`src/rtl/pipeline_pkg.sv`:
```
// Shared pipeline definitions: default control-bundle width, ID/EX stall FSM encoding,
// and the control-bundle bubble value.
package pipeline_pkg;

  localparam int unsigned CtrlWDefault = 8;

  typedef enum logic [0:0] {
    StRun  = 1'b0,
    StHold = 1'b1
  } id_ex_state_e;

  // Every bit of a bubbled control bundle takes this value.
  localparam logic CtrlBubbleBit = 1'b0;

endpackage

```
`src/rtl/id_load_use_detector.sv`:
```
// Combinational load-use detector: flags an ID instruction that depends on a load
// currently sitting in EX (ID/EX) or in MEM (EX/MEM).
module id_load_use_detector (
  input  logic       id_valid_i,
  input  logic [4:0] id_rs1_i,
  input  logic [4:0] id_rs2_i,
  input  logic       id_use_rs1_i,
  input  logic       id_use_rs2_i,
  input  logic       ex_valid_i,
  input  logic       ex_memread_i,
  input  logic [4:0] ex_rd_i,
  input  logic       mem_memread_i,
  input  logic       mem_regwrite_i,
  input  logic [4:0] mem_rd_i,
  output logic       haz_ex_o,
  output logic       haz_mem_o
);

  function automatic logic dep(input logic [4:0] rd);
    return id_valid_i && (rd != 5'd0) &&
           ((id_use_rs1_i && (id_rs1_i == rd)) || (id_use_rs2_i && (id_rs2_i == rd)));
  endfunction

  always_comb begin
    haz_ex_o  = ex_valid_i && ex_memread_i && dep(ex_rd_i);
    haz_mem_o = mem_memread_i && mem_regwrite_i && dep(mem_rd_i);
  end

endmodule

```
`src/rtl/id_ex_register.sv`:
```
// ID/EX pipeline register with operand select and load-use stall control.
// Optional ID_EX_PERF_EN adds stall and flush performance counters.
module id_ex_register
  import pipeline_pkg::*;
#(
  parameter int unsigned CTRL_W = CtrlWDefault
) (
  input  logic              clk,
  input  logic              rst_n,
  input  logic              ID_valid,
  input  logic [31:0]       ID_pc,
  input  logic [4:0]        ID_rs1,
  input  logic [4:0]        ID_rs2,
  input  logic              ID_use_rs1,
  input  logic              ID_use_rs2,
  input  logic [4:0]        ID_rd,
  input  logic [31:0]       ID_imm,
  input  logic [CTRL_W-1:0] ID_ctrl,
  input  logic              ID_regwrite,
  input  logic              ID_memread,
  input  logic              ID_memwrite,
  input  logic [31:0]       ID_rf_rs1_data,
  input  logic [31:0]       ID_rf_rs2_data,
  input  logic              ID_hazard_rs1_data_enable,
  input  logic              ID_hazard_rs2_data_enable,
  input  logic [31:0]       ID_hazard_rs1_data,
  input  logic [31:0]       ID_hazard_rs2_data,
  input  logic [4:0]        EX_MEM_rd,
  input  logic              EX_MEM_memread,
  input  logic              EX_MEM_regwrite,
  input  logic              EX_flush,
  output logic              ID_stall,
`ifdef ID_EX_PERF_EN
  output logic [31:0]       perf_stall_cnt,
  output logic [31:0]       perf_flush_cnt,
`endif
  output logic              ID_EX_valid,
  output logic [31:0]       ID_EX_pc,
  output logic [4:0]        ID_EX_rs1,
  output logic [4:0]        ID_EX_rs2,
  output logic [4:0]        ID_EX_rd,
  output logic [31:0]       ID_EX_imm,
  output logic [CTRL_W-1:0] ID_EX_ctrl,
  output logic              ID_EX_regwrite,
  output logic              ID_EX_memread,
  output logic              ID_EX_memwrite,
  output logic [31:0]       ID_EX_rs1_data,
  output logic [31:0]       ID_EX_rs2_data
);

  id_ex_state_e state_q, state_d;
  logic haz_ex, haz_mem, capture;
  logic [31:0] rs1_sel, rs2_sel;

  logic              valid_q, valid_d, rw_q, rw_d, mr_q, mr_d, mw_q, mw_d;
  logic [31:0]       pc_q, pc_d, imm_q, imm_d, d1_q, d1_d, d2_q, d2_d;
  logic [4:0]        rs1_q, rs1_d, rs2_q, rs2_d, rd_q, rd_d;
  logic [CTRL_W-1:0] ctrl_q, ctrl_d;

  id_load_use_detector u_detector (
    .id_valid_i     (ID_valid),
    .id_rs1_i       (ID_rs1),
    .id_rs2_i       (ID_rs2),
    .id_use_rs1_i   (ID_use_rs1),
    .id_use_rs2_i   (ID_use_rs2),
    .ex_valid_i     (valid_q),
    .ex_memread_i   (mr_q),
    .ex_rd_i        (rd_q),
    .mem_memread_i  (EX_MEM_memread),
    .mem_regwrite_i (EX_MEM_regwrite),
    .mem_rd_i       (EX_MEM_rd),
    .haz_ex_o       (haz_ex),
    .haz_mem_o      (haz_mem)
  );

  always_comb begin
    rs1_sel = (ID_rs1 == 5'd0) ? 32'd0 :
              (ID_hazard_rs1_data_enable ? ID_hazard_rs1_data : ID_rf_rs1_data);
    rs2_sel = (ID_rs2 == 5'd0) ? 32'd0 :
              (ID_hazard_rs2_data_enable ? ID_hazard_rs2_data : ID_rf_rs2_data);
  end

  // Flush wins over any stall: a killed instruction must never hold the front end.
  always_comb begin
    state_d  = state_q;
    ID_stall = 1'b0;
    capture  = 1'b0;
    if (EX_flush) begin
      state_d = StRun;
    end else if (state_q == StHold) begin
      ID_stall = 1'b1;
      state_d  = StRun;
    end else if (haz_ex) begin
      ID_stall = 1'b1;
      state_d  = StHold;
    end else if (haz_mem) begin
      ID_stall = 1'b1;
    end else begin
      capture = 1'b1;
    end
  end

  always_comb begin
    valid_d = 1'b0;
    pc_d    = '0;
    rs1_d   = '0;
    rs2_d   = '0;
    rd_d    = '0;
    imm_d   = '0;
    ctrl_d  = {CTRL_W{CtrlBubbleBit}};
    rw_d    = 1'b0;
    mr_d    = 1'b0;
    mw_d    = 1'b0;
    d1_d    = '0;
    d2_d    = '0;
    if (capture) begin
      valid_d = ID_valid;
      pc_d    = ID_pc;
      rs1_d   = ID_rs1;
      rs2_d   = ID_rs2;
      rd_d    = ID_rd;
      imm_d   = ID_imm;
      ctrl_d  = ID_ctrl;
      rw_d    = ID_regwrite;
      mr_d    = ID_memread;
      mw_d    = ID_memwrite;
      d1_d    = rs1_sel;
      d2_d    = rs2_sel;
    end
  end

  always_ff @(posedge clk or negedge rst_n) begin
    if (!rst_n) begin
      state_q <= StRun;
      valid_q <= 1'b0;
      pc_q    <= '0;
      rs1_q   <= '0;
      rs2_q   <= '0;
      rd_q    <= '0;
      imm_q   <= '0;
      ctrl_q  <= '0;
      rw_q    <= 1'b0;
      mr_q    <= 1'b0;
      mw_q    <= 1'b0;
      d1_q    <= '0;
      d2_q    <= '0;
    end else begin
      state_q <= state_d;
      valid_q <= valid_d;
      pc_q    <= pc_d;
      rs1_q   <= rs1_d;
      rs2_q   <= rs2_d;
      rd_q    <= rd_d;
      imm_q   <= imm_d;
      ctrl_q  <= ctrl_d;
      rw_q    <= rw_d;
      mr_q    <= mr_d;
      mw_q    <= mw_d;
      d1_q    <= d1_d;
      d2_q    <= d2_d;
    end
  end

`ifdef ID_EX_PERF_EN
  logic [31:0] stall_cnt_q, flush_cnt_q;

  always_ff @(posedge clk or negedge rst_n) begin
    if (!rst_n) begin
      stall_cnt_q <= '0;
      flush_cnt_q <= '0;
    end else begin
      if (ID_stall) stall_cnt_q <= stall_cnt_q + 32'd1;
      if (EX_flush && ID_valid) flush_cnt_q <= flush_cnt_q + 32'd1;
    end
  end

  assign perf_stall_cnt = stall_cnt_q;
  assign perf_flush_cnt = flush_cnt_q;
`endif

  assign ID_EX_valid    = valid_q;
  assign ID_EX_pc       = pc_q;
  assign ID_EX_rs1      = rs1_q;
  assign ID_EX_rs2      = rs2_q;
  assign ID_EX_rd       = rd_q;
  assign ID_EX_imm      = imm_q;
  assign ID_EX_ctrl     = ctrl_q;
  assign ID_EX_regwrite = rw_q;
  assign ID_EX_memread  = mr_q;
  assign ID_EX_memwrite = mw_q;
  assign ID_EX_rs1_data = d1_q;
  assign ID_EX_rs2_data = d2_q;

endmodule

```
`config.mk`:
```
export PLATFORM = sky130hd
export DESIGN_NAME = id_ex_register
export DESIGN_NICKNAME = d
export VERILOG_FILES = /design/src/rtl/pipeline_pkg.sv /design/src/rtl/id_load_use_detector.sv /design/src/rtl/id_ex_register.sv
export SDC_FILE = /design/constraint.sdc
export NUM_CORES = 1
export LEC_CHECK = 0
export BUFFER_PORTS_ARGS = -buffer_cell sky130_fd_sc_hd__buf_2
export CAP_MARGIN = 20
export CORE_AREA = 2 2 152 154
export CTS_BUF_LIST = sky130_fd_sc_hd__clkbuf_16
export DETAILED_ROUTE_END_ITERATION = 8
export DIE_AREA = 0 0 154 156
export GPL_ROUTABILITY_DRIVEN = 0
export GPL_TIMING_DRIVEN = 0
export MAX_ROUTING_LAYER = met4
export PLACE_DENSITY_LB_ADDON = 0.3
export REMOVE_ABC_BUFFERS = 1
export SYNTH_ARGS = -nofsm -noshare
export SYNTH_HDL_FRONTEND = slang
export SYNTH_SLANG_ARGS = --single-unit
```
`constraint.sdc`:
```
create_clock -name clk -period 1.85 [get_ports clk]
set_input_delay 0.185 -clock clk [delete_from_list [all_inputs] [get_ports clk]]
set_output_delay 0.185 -clock clk [all_outputs]
set_load 0.01 [all_outputs]
```
==> impl_metrics.tcl <==
set metrics [dict create \
    grt_use_met1_pct 19.0 \
    busiest_layer "met2" \
    h-tree-depth 4 \
    timing.fmax_mhz 497 \
    finalPower_mw 8.64 \
    grt_pass1_vias 5397 \
    fin_setup_tns_ps -7120 \
    grt-ovfl-total 0 \
    ys_types 19 \
    failed_checks "negative setup slack" \
    cts-root-buf "clkbuf_16" \
    syn2layout_area_growth_pct 75.6 \
    cp.arrival_ps 1830 \
    routed_wl_um 20800 \
    clkTransAtPathRegs_ps 70 \
    yosysSeqAreaShare_pct 64.4 \
    tightest_slew_ps 899 \
    ant_nets 0 \
    power.share.sequential_pct 42.4 \
    synth_seq_cells 156 \
    layout_min_cycle_time_ps 2010 \
    avgSynthCellArea_um2 13.3 \
    critical_path_buf_inv_count 1 \
    p_per_area_nw_per_um2 811 \
    vias 5314 \
    syn_area_um2 6070 \
    static-leakage-power_nw 5.71 \
    core_um2 22400 \
    rsz0062_at_grt "yes" \
    instances_no_fill 1250 \
    reg2regPathDepth 8 \
    nets 1185 \
    finalSetupViolations 131 \
    io_pins 389 \
    path_cells "xnor2_1 -> nand4_1 -> o22ai_4 -> a221oi_2 -> nor2_1 -> buf_2" \
    end_kind "output port" \
    placed_cells 1104 \
    port_buffers 388 \
    dr.pass1.iters 4 \
    post-route-period-util_pct 109 \
    irDropWorstVdd_uv 515 \
    hold_depth 2 \
    final_max_slew_viol_count 0 \
    fillCellCount 2015 \
    grt_pass1_wl_um 29300 \
    clock_latency_ps 420 \
    numCtsBuffers 17 \
    rows 55 \
    start_kind "flop" \
    required_ps 1660 \
    synthCells 456 \
    slew_headroom_pct 39.9 \
    pwr-share-clk_pct 40.3 \
    die_height_um 156 \
    swShare_pct 27.1 \
    holdCritPathClass "in2reg" \
    path_class "reg2out" \
    layout_commonest_cell "buf_2" \
    final_cell_mix "387 x buf_2, 151 x dfrtp_1, 82 x dlygate4sd3_1" \
    die_x_um 154 \
    maxCapViolations 0 \
    crit_family "flip-flops" \
    yosysTopAreaCellShare_pct 64.4 \
    status "finished, violations left" \
    tritoncts "built" \
    p_sw_mw 2.34 \
    cp_num_cells 6 \
    final_layout_size_suffix_gt1_share_pct 62.9 \
    dp_slack_ps -684 \
    cts_sinks 156 \
    die_area_um2 24000 \
    multi_input_area_um2 2290 \
    post-dp-hpwl_um 12900 \
    viasPerCell 4.25 \
    grt_use_met2_pct 27.7 \
    wire_per_inst_um 16.6 \
    combPwrFrac_pct 17.3 \
    drt_iter0_drc 172 \
    initial_core_util_pct 27.1 \
    route.detailed.drc 0 \
    met3_usage_pct 3.69 \
    diodes 0 \
    post-route-util_pct 47.6 \
    finalHoldViolations 0 \
    synth.largest_area_cell "dfrtp_1" \
    ys_warn_count 0 \
    crit_slowest_cell "dfrtp_2" \
    crit_path_max_incr_delay_ps 440 \
    yosys-top-cells-area "dfrtp_1 64%, mux2_2 12%, and2_1 9.4%" \
    fin_worst_skew_ps 10.4 \
    worst_slack_ps -162 \
    seq_area_um2 3910 \
    regToRegSetupSlack_ps -100 \
    grt_max_degree 95 \
    intPower_mw 6.30 \
    antenna_found_initial 0 \
    grt_usage_pct 16.3 \
    path_max_fanout 4 \
    clockBufferDepth 2 \
]
[sequential cells by signal, indices dropped and copies added, names as in the netlist]
| register | count |
|---|---|
| ID_EX_memwrite | 1 |
| ID_EX_memread | 1 |
| ID_EX_rd | 5 |
| state_q | 1 |
| ID_EX_rs1 | 5 |
| ID_EX_rs1_data | 32 |
| ID_EX_regwrite | 1 |
| ID_EX_rs2_data | 32 |
| ID_EX_pc | 32 |
| ID_EX_rs2 | 5 |
| ID_EX_valid | 1 |
| ID_EX_ctrl | 8 |
| ID_EX_imm | 32 |
[logic make-up after synthesis]
family / Yosys count / synth area share (%)
buf+inv: 31 / 2.31
flops: 156 / 64.4
mux: 64 / 11.9
xor+xnor: 20 / 2.89
compound gates: 6 / 0.763
simple gates: 179 / 17.8
[metrics by stage]
stage               hold slack (ps)  area (um^2)
finish                         55.5        10700
global placement                390         8220
floorplan                      -111         5930
detailed placement              156         8360
CTS                            24.0        10100
global route                   31.8        10700
[worst paths after layout]
kind                        startpoint            endpoint
hold / removal               ID_rs1[2]        ID_EX_rs1[2]
max in group asynchronous        rst_n         ID_EX_rd[1]
setup / recovery           ID_EX_rd[3]            ID_stall
setup reg to reg           ID_EX_rd[4]  ID_EX_rs1_data[16]
hold reg to reg                state_q             state_q
min in group asynchronous        rst_n       ID_EX_imm[11]
[Yosys cell counts]
master and n:
buf_2 6, nand3_1 2, buf_4 1, dfrtp_1 156
and2_1 91, and3_1 64, mux2_2 64, or2_2 1
clkbuf_2 10, a21oi_1 2, a221oi_2 1, nand2_1 7
o22ai_1 2, nor3_1 4, clkbuf_1 14, nand4_1 4
nor2_1 6, xnor2_1 20, a221oi_1 1
[what timing repair did]
action                                  4_1_cts  5_1_grt
endpoints found under the setup margin      156      156
hold endpoints to repair                    143        0
gates resized for setup                      26       86
pin swaps                                     7       66
cloned                                        7       12
buffers inserted                              9        7
hold buffers                                 82        0
[metal layers]
layer  up-vias  part of all wire (%)
li1       2518                     -
met1      2534                    41
met2       240                    51
met3        22                   6.0
met4         0                   2.0
met5         -                     0
[power by group through the flow]
stage                     Combinational [mW]  Sequential, mW  Clock, mW
final                                   1.50            3.66       3.48
after global routing                    1.62            3.68       3.76
after CTS                               1.35            3.66       3.59
after detailed placement                1.10            3.72          0
after global placement                  1.07            3.72          0
after floorplan                        0.325            3.84          0
[layout make-up]
cell class,instances,share of cell area [%]
Timing Repair Buffer,507,32.8
Multi-Input combinational cell,270,21.5
Sequential cell,156,36.7
Clock inverter,15,1.60
Tap cell,285,3.35
Clock buffer,17,3.99
No activity file was read; power rests on OpenSTA's default activity.
